[config.mk]
export PLATFORM = sky130hd
export DESIGN_NAME = puerta_ctrl_param
export DESIGN_NICKNAME = d
export VERILOG_FILES = /design/src/rtl/puerta_ctrl_param.sv
export SDC_FILE = /design/constraint.sdc
export NUM_CORES = 1
export LEC_CHECK = 0
export ABC_CLOCK_PERIOD_IN_PS = 2500
export CORE_UTILIZATION = 35
export CTS_CLUSTER_DIAMETER = 200
export CTS_CLUSTER_SIZE = 16
export DETAILED_ROUTE_END_ITERATION = 6
export GPL_TIMING_DRIVEN = 0
export HOLD_SLACK_MARGIN = 0.1
export PLACE_DENSITY = 0.59
export SLEW_MARGIN = 10
export SYNTH_ARGS = -nofsm -noshare
export SYNTH_HDL_FRONTEND = slang
export SYNTH_SLANG_ARGS = --single-unit
[constraint.sdc]
create_clock -name clk -period 2.5 [get_ports clk]
set_input_delay 0.5 -clock clk [delete_from_list [all_inputs] [get_ports clk]]
set_output_delay 0.5 -clock clk [all_outputs]
set_load 0.03 [all_outputs]
[src/rtl/puerta_ctrl_param.sv]
// puerta_ctrl_param: parametrised elevator door controller.
// Door cycle CLOSED -> OPENING -> OPEN -> CLOSING -> CLOSED with manual
// open/close, obstruction reopen with a bounded retry count, and alarm hold.
// Optional feature macro: PUERTA_NUDGE_EN adds a slow-close NUDGE state that
// is taken instead of reopening once the reopen limit has been reached.
// Interface note: cycle_req is edge-sensitive (a rising edge seen in CLOSED
// starts a cycle); all other inputs are levels sampled every clock. There is
// no valid/ready handshake; done is a one-cycle completion strobe.
module puerta_ctrl_param #(
  parameter int CNT_W        = 32,
  parameter int T_TRANS      = 200_000_000,
  parameter int T_OPEN       = 600_000_000,
  parameter int T_BLINK_HALF = 25_000_000,
  parameter int MAX_REOPEN   = 3,
  parameter int T_NUDGE      = 400_000_000
) (
  input  logic       clk,
  input  logic       rst,
  input  logic       cycle_req,
  input  logic       abrir,
  input  logic       cerrar,
  input  logic       obstruccion,
  input  logic       alarma,
  output logic [1:0] estado_puerta,
  output logic       busy,
  output logic       done,
  output logic       LED_sw,
  output logic       LED_abierta,
  output logic       LED_alarma,
  output logic       fault,
  output logic [3:0] reopen_cnt
);

  typedef enum logic [2:0] {
    ST_CLOSED,
    ST_OPENING,
    ST_OPEN,
    ST_CLOSING
`ifdef PUERTA_NUDGE_EN
    , ST_NUDGE
`endif
  } state_t;

  localparam logic [3:0] MAX_R = 4'(MAX_REOPEN);

  state_t           state_q, state_d;
  logic [CNT_W-1:0] timer_q, timer_d;
  logic [CNT_W-1:0] blink_cnt_q, blink_cnt_d;
  logic [CNT_W-1:0] last_tick;
  logic             req_prev_q;
  logic             cyc_act_q, cyc_act_d;
  logic [3:0]       reopen_q, reopen_d;
  logic             fault_q, fault_d;
  logic [1:0]       estado_q, estado_d;
  logic             busy_q, busy_d;
  logic             done_q, done_d;
  logic             led_sw_q, led_sw_d;
  logic             led_abierta_q, led_abierta_d;
  logic             led_alarma_q;
  logic             req_edge, tick, restart, entry, blink_d;

`ifndef PUERTA_NUDGE_EN
  // Without the nudge state the slow-close time has no role.
  logic unused_nudge;
  assign unused_nudge = (T_NUDGE != 0);
`endif

  // Next-state, phase timer, counters and registered-output values.
  always_comb begin
    state_d       = state_q;
    cyc_act_d     = cyc_act_q;
    reopen_d      = reopen_q;
    fault_d       = fault_q;
    done_d        = 1'b0;
    restart       = 1'b0;
    req_edge      = cycle_req & ~req_prev_q;
    last_tick     = '0;
    case (state_q)
      ST_OPENING: last_tick = CNT_W'(T_TRANS - 1);
      ST_OPEN:    last_tick = CNT_W'(T_OPEN - 1);
      ST_CLOSING: last_tick = CNT_W'(T_TRANS - 1);
`ifdef PUERTA_NUDGE_EN
      ST_NUDGE:   last_tick = CNT_W'(T_NUDGE - 1);
`endif
      default:    last_tick = '0;
    endcase
    tick = (timer_q == last_tick);

    case (state_q)
      ST_CLOSED: begin
        // A simultaneous edge and abrir still counts as a requested cycle.
        if (req_edge) begin
          state_d   = ST_OPENING;
          cyc_act_d = 1'b1;
        end else if (abrir) begin
          state_d = ST_OPENING;
        end
      end
      ST_OPENING: begin
        if (tick) state_d = ST_OPEN;
      end
      ST_OPEN: begin
        if (abrir) restart = 1'b1;
        else if (cerrar && !alarma) state_d = ST_CLOSING;
        else if (tick && !alarma && !obstruccion) state_d = ST_CLOSING;
      end
      ST_CLOSING: begin
        if (abrir) begin
          state_d = ST_OPENING;
        end else if (obstruccion) begin
          if (reopen_q < MAX_R) begin
            reopen_d = reopen_q + 4'd1;
            state_d  = ST_OPENING;
          end else begin
            fault_d = 1'b1;
`ifdef PUERTA_NUDGE_EN
            state_d = ST_NUDGE;
`else
            state_d = ST_OPENING;
`endif
          end
        end else if (tick) begin
          state_d = ST_CLOSED;
        end
      end
`ifdef PUERTA_NUDGE_EN
      ST_NUDGE: begin
        if (abrir) state_d = ST_OPENING;
        else if (tick) state_d = ST_CLOSED;
      end
`endif
      default: state_d = ST_CLOSED;
    endcase

    entry = (state_d != state_q);

    // Returning to CLOSED finishes the cycle and clears per-cycle status.
    if (entry && state_d == ST_CLOSED) begin
      done_d    = cyc_act_q;
      cyc_act_d = 1'b0;
      reopen_d  = '0;
      fault_d   = 1'b0;
    end

    // Phase timer saturates at the exit count so an alarm hold keeps expiry.
    if (entry || restart || state_q == ST_CLOSED) timer_d = '0;
    else if (!tick) timer_d = timer_q + 1'b1;
    else timer_d = timer_q;

    blink_d = (state_d == ST_OPENING) || (state_d == ST_CLOSING);
`ifdef PUERTA_NUDGE_EN
    blink_d = blink_d || (state_d == ST_NUDGE);
`endif
    if (!blink_d) begin
      led_sw_d    = 1'b0;
      blink_cnt_d = '0;
    end else if (entry) begin
      led_sw_d    = 1'b1;
      blink_cnt_d = '0;
    end else if (blink_cnt_q == CNT_W'(T_BLINK_HALF - 1)) begin
      led_sw_d    = ~led_sw_q;
      blink_cnt_d = '0;
    end else begin
      led_sw_d    = led_sw_q;
      blink_cnt_d = blink_cnt_q + 1'b1;
    end

    case (state_d)
      ST_OPEN:    estado_d = 2'b00;
      ST_OPENING: estado_d = 2'b01;
      ST_CLOSED:  estado_d = 2'b11;
      default:    estado_d = 2'b10;
    endcase
    busy_d        = (state_d != ST_CLOSED);
    led_abierta_d = (state_d == ST_OPEN);
  end

  // State, counters and all outputs are registered with async reset.
  always_ff @(posedge clk or posedge rst) begin
    if (rst) begin
      state_q       <= ST_CLOSED;
      timer_q       <= '0;
      blink_cnt_q   <= '0;
      req_prev_q    <= 1'b0;
      cyc_act_q     <= 1'b0;
      reopen_q      <= '0;
      fault_q       <= 1'b0;
      estado_q      <= 2'b11;
      busy_q        <= 1'b0;
      done_q        <= 1'b0;
      led_sw_q      <= 1'b0;
      led_abierta_q <= 1'b0;
      led_alarma_q  <= 1'b0;
    end else begin
      state_q       <= state_d;
      timer_q       <= timer_d;
      blink_cnt_q   <= blink_cnt_d;
      req_prev_q    <= cycle_req;
      cyc_act_q     <= cyc_act_d;
      reopen_q      <= reopen_d;
      fault_q       <= fault_d;
      estado_q      <= estado_d;
      busy_q        <= busy_d;
      done_q        <= done_d;
      led_sw_q      <= led_sw_d;
      led_abierta_q <= led_abierta_d;
      led_alarma_q  <= alarma;
    end
  end

  assign estado_puerta = estado_q;
  assign busy          = busy_q;
  assign done          = done_q;
  assign LED_sw        = led_sw_q;
  assign LED_abierta   = led_abierta_q;
  assign LED_alarma    = led_alarma_q;
  assign fault         = fault_q;
  assign reopen_cnt    = reopen_q;

endmodule

==> impl_metrics.csv, run 1 <==
group,metric,value,unit
run_status,status,"complete, no violations",
setup_path,worst_ep_required_time,2.76,ns
yosys,synth_top_family_by_area,"simple AND/OR/NAND/NOR gates",
setup_path,critical_path_class,"reg -> reg",
sta,fin_crit,2.33,ns
yosys,netlist_top_cells_area,"dfrtp_1 49%, xor2_1 7.8%, nor2_1 6.2%",
detailed_routing,via_per_inst,5.22,
clock_network,clock_latency,0.34,ns
clock_network,cts_buffer_depth,2,
clock_network,clkSinkCount,81,
yosys,synth_nets,437,
floorplan,num_rows,38,
yosys,netlist_area,4060,sq um
detailed_routing,routed_wl,8.48,mm
clock_network,hold_buffers,0,
final_layout,final_cell_area,4830,sq um
yosys,async_reset_ff_share,100,%
yosys,yosysSeqAreaShare,49.9,%
sta,finalSetupViolCount,0,
grt,grt_pass1_wl,14.6,mm
yosys,yosysWarningCount,0,
yosys,synthMuxAreaShare,1.08,%
detailed_routing,vias,3147,
yosys,yosys.area_share.adder,0.924,%
sta,report.final.slew_viol_count,0,
floorplan,dieArea,12000,sq um
setup_path,r2r_end,"LED_sw",
sta,hold_viol,0,
yosys,synth-xor-area-share,11.2,%
yosys,synth-main-ff-cell,"dfrtp_1",
grt,grt_usage,15.6,%
worst_hold_path,min_to,"cyc_act_q",
yosys,yosys.area.top_type_share,48.6,%
power_and_ir_drop,powerDensity,728,nW/um^2
clock_network,cts.clk_slew.worst_paths,0.06,ns
worst_hold_path,holdPathStages,1,
floorplan,die_y,110,microns
placed_design,dpl-instance-area,4460,sq um
placed_design,portBuffers,18,
clock_network,cts_tree,"yes",
detailed_routing,drtIter0Drc,236,
clock_network,root_buffer,"clkbuf_16",
yosys,yosysMostFrequentCell,"dfrtp_1",
yosys,ys_types,45,
flow_run,drv_cap,0,
sta,tightest_slew,0.699,ns
grt,grt_pass1_vias,3027,
final_layout,final-instance-count-excl-fill,603,
power_and_ir_drop,leakage,1.92,nW
detailed_routing,drtPass1Iterations,6,
sta,rsz0062_at_grt,"false",
power_and_ir_drop,ir_worst_vdd,496,uV
floorplan,die-width,110,microns
grt,grt_max_degree,32,
floorplan,start_util,36.7,%
detailed_routing,drc_errors,0,
placed_design,gp_congestion,0.787,
sta,relSlewSlack,53.3,%
yosys,ys_ff_latch,81,
grt,antenna_found_initial,0,
setup_path,path_max_fanout,6,
setup_path,reg2reg_slack,0.17,ns
clock_network,cts_buffers,9,
worst_hold_path,worstHoldPathType,"reg -> reg",
yosys,synth-compound-area-share,6.74,%
yosys,synth_edf_count,0,
yosys,synth.avg_cell_area,9.52,sq um
setup_path,cp-end-kind,"register",
grt,grt.overflow.total,0,
floorplan,fp.coreArea,11100,sq um
final_layout,area_growth,18.8,%
placed_design,dp.cells,587,
final_layout,fin_nets,468,
clock_network,h-tree-depth,3,
yosys,netlist_instances,427,
setup_path,r2r-start,"timer_q[19]",
detailed_routing,avgRoutedWirePerCell,14.1,microns
sta,finClkSkew,0.00616,ns
floorplan,ioPinCount,19,
final_layout,diodes,0,
setup_path,crit_arrival,2.59,ns
yosys,yosys.area.top_type,"dfrtp_1",
sta,clock.fmax,0.430,GHz
worst_hold_path,min-delay-start,"cyc_act_q",
setup_path,cp-start-kind,"register",
sta,finalCritPeriodShare,93.1,%
detailed_routing,antenna_left,0,
setup_path,r2r_cells,7,
final_layout,fillCellCount,1050,
placed_design,dpl.hpwl,5.89,mm
final_layout,layout-drive-gt1-share,9.07,%
yosys,ys_top_cells_by_count,"79 x dfrtp_1, 67 x nor2_1, 36 x xor2_1",
yosys,yosys.area_share.simple,26.9,%
-- logic make-up (layout without fill, tap and decap cells) --
group	after synthesis	after routing
AND/OR/NAND/NOR	216	216
flip-flops	81	81
XOR/XNOR	52	52
AO/OA/AOI/OAI	45	45
buffers and inverters	25	61
multiplexers	4	4
adder cells (fa/ha/maj)	3	3
other	1	1
-- sequential cells by signal, summed over array words and instances (netlist names) --
signal,cells
done,1
LED_sw,1
state_q,3
cyc_act_q,1
busy,1
timer_q,32
fault,1
estado_puerta,2
blink_cnt_q,32
req_prev_q,1
reopen_cnt,4
LED_alarma,1
LED_abierta,1
-- per-stage QoR --
stage          hold WS [ns]  utilization, %  setup WS (ns)  TNS (ns)  total power, mW
6_report              0.483            43.6          0.172         0             3.52
5_1_grt               0.511            43.6         0.0128         0             3.68
4_1_cts               0.486            43.2         0.0615         0             3.54
3_5_place_dp          0.472            40.3        -0.0968     -1.49             2.10
3_3_place_gp          0.470            39.9        -0.0518     -1.09             2.09
2_1_floorplan         0.456               -          0.465         0             1.89
-- worst max-delay path, cell delays in order (launching register included) --
cell      delay [ns]
dfrtp_1         0.45
nor4_1          0.34
o21ai_0         0.14
a221o_1         0.43
a21o_1          0.18
buf_6           0.14
a211oi_2        0.35
a21boi_0        0.21
-- routing by layer --
metal | up-vias | GRT usage [%] | wire length (microns)
met1 | 1531 | 21.3 | 4280
met5 | - | 0 | 0
met2 | 38 | 24.2 | 3840
met4 | 0 | 5.81 | 134
met3 | 14 | 3.38 | 221
li1 | 1564 | - | -
-- timing repair --
action,4_1_cts,5_1_grt
buffers inserted,0,0
resized for setup,1,8
endpoints found under the setup margin,36,41
cloned,0,0
-- power breakdown --
| part | leakage (nW) | switching, mW | internal (mW) |
|---|---|---|---|
| registers | 1.11 | 0.0271 | 1.37 |
| logic | 0.646 | 0.431 | 0.264 |
| clock network | 0.159 | 0.520 | 0.900 |
-- cells in the final DEF (no fill, tap or decap), types with 10 or more instances in the layout --
cell type,count
nand4_1,19
dfrtp_1,79
nor4_1,14
xnor2_1,16
a21oi_1,16
nor2_1,67
clkdlybuf4s50_1,18
nand2_1,30
or3_1,10
xor2_1,36
nand3_1,28
o21ai_0,12
-- worst max-delay path by stage --
stage                            from       endpoint  slack, ns  depth (start not counted)
after floorplan            state_q[0]     timer_q[4]       0.47                          9
after global placement    timer_q[14]  reopen_cnt[2]      -0.05                          7
after detailed placement  timer_q[14]  reopen_cnt[3]       -0.1                          7
after CTS                 timer_q[14]    timer_q[21]       0.06                          8
after global routing      timer_q[19]         LED_sw       0.01                          7
final                     timer_q[19]         LED_sw       0.17                          7
-- area by class of cell --
class	instances	area (sq um)	area share, %
tap	140	175	3.63
sequential	81	2030	42.0
inverter	9	37.5	0.777
buffer	16	96.3	1.99
multi-input combinational	321	1950	40.4
clock inverter	5	78.8	1.63
timing repair buffer	20	220	4.56
clock buffer	11	243	5.03
(Power assumes the default switching activity.)
==> inputs of run 2 (changes only) <==
--- a/config.mk
+++ b/config.mk
@@ -5,14 +5,14 @@
 export SDC_FILE = /design/constraint.sdc
 export NUM_CORES = 1
 export LEC_CHECK = 0
-export ABC_CLOCK_PERIOD_IN_PS = 2500
+export ABC_CLOCK_PERIOD_IN_PS = 2750
 export CORE_UTILIZATION = 35
 export CTS_CLUSTER_DIAMETER = 200
 export CTS_CLUSTER_SIZE = 16
 export DETAILED_ROUTE_END_ITERATION = 6
 export GPL_TIMING_DRIVEN = 0
 export HOLD_SLACK_MARGIN = 0.1
-export PLACE_DENSITY = 0.59
+export PLACE_DENSITY = 0.57
 export SLEW_MARGIN = 10
 export SYNTH_ARGS = -nofsm -noshare
 export SYNTH_HDL_FRONTEND = slang
==> constraint.sdc (replaced) <==
create_clock -name clk -period 2.75 [get_ports clk]
set_input_delay 0.55 -clock clk [delete_from_list [all_inputs] [get_ports clk]]
set_output_delay 0.55 -clock clk [all_outputs]
set_load 0.03 [all_outputs]
==> run 2 against run 1 <==
  * Die area is the same
  * Routed wire length shrank 0.85%
  * Final cell count shrank 0.17%
  * Largest power group is now registers
  * Largest cell class unchanged
  * Sequential power shrank 9%
  * Utilization shrank 0.75 points
  * Worst setup slack gained 0.20 ns
  * Fmax shrank 2.1%
  * Critical path depth shrank 1
  * First-iteration DRC count shrank 17%
==> impl_metrics.csv, run 2 (synthesized netlist as in run 1, its figures left out) <==
group,metric,value,unit
setup_path,cp-start-kind,"register",
floorplan,ioPinCount,19,
clock_network,cts_tree,"yes",
sta,relSlewSlack,33.6,%
worst_hold_path,worstHoldPathType,"reg -> reg",
flow_run,drv_cap,0,
sta,clock.fmax,0.420,GHz
power_and_ir_drop,powerDensity,644,nW/um^2
setup_path,crit_family,"simple AND/OR/NAND/NOR gates",
grt,antenna_found_initial,0,
clock_network,cts.clk_slew.worst_paths,0.06,ns
setup_path,worstPathCellList,"nand3_1, or3_1, nor3b_1, nand3_1, mux2i_1, nor4_1",
detailed_routing,vias,3132,
floorplan,fp.coreArea,11100,sq um
setup_path,critical_path_class,"reg -> reg",
sta,fin_crit,2.38,ns
detailed_routing,routed_wl,8.41,mm
sta,hold_slack,0.481,ns
grt,grt_max_degree,63,
clock_network,clock_latency,0.34,ns
detailed_routing,drtPass1Iterations,4,
clock_network,cts_buffers,9,
sta,finalCritPeriodShare,86.5,%
placed_design,portBuffers,18,
setup_path,path_buf_inv,0,
setup_path,cp_common_cell,"nand3_1",
final_layout,area_growth,16.8,%
setup_path,path_max_fanout,7,
floorplan,die-width,110,microns
floorplan,dieArea,12000,sq um
final_layout,final-instance-count-excl-fill,602,
final_layout,fin_nets,467,
detailed_routing,via_per_inst,5.20,
grt,grt_pass1_wl,14.8,mm
clock_network,h-tree-depth,3,
setup_path,cpMaxStageDelayCell,"nor3b_1",
sta,finClkSkew,0.00924,ns
setup_path,crit_arrival,2.62,ns
floorplan,die_y,110,microns
placed_design,gp_congestion,0.784,
detailed_routing,drtIter0Drc,196,
sta,tightest_slew,0.994,ns
grt,grt_usage,16.0,%
grt,grt_pass1_vias,3104,
clock_network,cts_resized,0,
sta,rsz0062_at_grt,"false",
final_layout,diodes,0,
final_layout,multiInputGateArea,1910,sq um
clock_network,cts_setup_buffers,0,
floorplan,num_rows,38,
clock_network,hold_buffers,0,
power_and_ir_drop,ir_worst_vdd,384,uV
sta,hold_viol,0,
detailed_routing,antenna_left,0,
floorplan,start_util,36.7,%
setup_path,worst_ep_required_time,2.99,ns
detailed_routing,drc_errors,0,
setup_path,cp-end-kind,"register",
final_layout,register_area,2030,sq um
final_layout,final_cell_mix,"79 x dfrtp_1, 67 x nor2_1, 36 x xor2_1, 30 x nand2_1, 28 x nand3_1",
sta,finalSetupViolCount,0,
final_layout,final_common_cell,"dfrtp_1",
setup_path,cp_slowest_stage_delay,0.81,ns
power_and_ir_drop,leakage,1.90,nW
run_status,status,"complete, no violations",
clock_network,clkSinkCount,81,
final_layout,fillCellCount,1066,
sta,report.final.slew_viol_count,0,
detailed_routing,avgRoutedWirePerCell,14.0,microns
placed_design,dp.cells,586,
clock_network,root_buffer,"clkbuf_16",
grt,grt.overflow.total,0,
clock_network,cts_buffer_depth,2,
final_layout,layout-drive-gt1-share,7.79,%
placed_design,dpl.hpwl,5.79,mm
## run 2: cell count changes in the layout (fill, tap and decap cells not counted), sizes merged
| cell | before | now |
|---|---|---|
| buf | 11 | 12 |
| inv | 8 | 9 |
| clkbuf | 18 | 19 |
| clkinvlp | 1 | 0 |
| clkinv | 3 | 2 |
| bufinv | 2 | 0 |
## run 2: metal layers
| metal | wire length, microns | vias up | GRT usage, % |
|---|---|---|---|
| li1 | - | 1554 | - |
| met1 | 4310 | 1524 | 21.6 |
| met2 | 3680 | 44 | 24.6 |
| met3 | 291 | 10 | 3.62 |
| met4 | 121 | 0 | 6.57 |
| met5 | 0 | - | 0 |
## run 2: path summary, 6_finish.rpt
path,start,to,slack [ns],cells past startpoint
worst max register to register,blink_cnt_q[6],blink_cnt_q[25],0.37,6
min in group asynchronous,rst,blink_cnt_q[9],0.52,2
worst max-delay path,blink_cnt_q[6],blink_cnt_q[25],0.37,6
worst min-delay path,cyc_act_q,cyc_act_q,0.48,1
max in group asynchronous,rst,estado_puerta[1],1.61,3
worst min register to register,cyc_act_q,cyc_act_q,0.48,1
## run 2: final cells by class
class                   instances  area share, %
plain buffers                  16           1.92
clock buffers                  14           5.98
clock inverters                 2          0.211
inverters                       9          0.764
multi-input cells             321           40.3
flip-flops and latches         81           42.8
well taps                     140           3.69
repair buffers                 19           4.38
## run 2: stage by stage
stage                     total power, mW  area (sq um)  setup slack, ns  TNS [ns]  util [%]
final                                3.06          4750            0.371         0      42.9
after CTS                            3.08          4740            0.192         0      42.8
after global routing                 3.20          4750           0.0364         0      42.9
after floorplan                      1.72          4060            0.123         0         -
after global placement               1.90          4420            -1.27   -100.57      39.9
after detailed placement             1.91          4450            0.189         0      40.2
## run 2: report_power, final
group | internal [mW] | total [mW] | switching, mW
sequential | 1.25 | 1.27 | 0.0224
clock | 0.708 | 1.17 | 0.461
combinational | 0.231 | 0.614 | 0.384
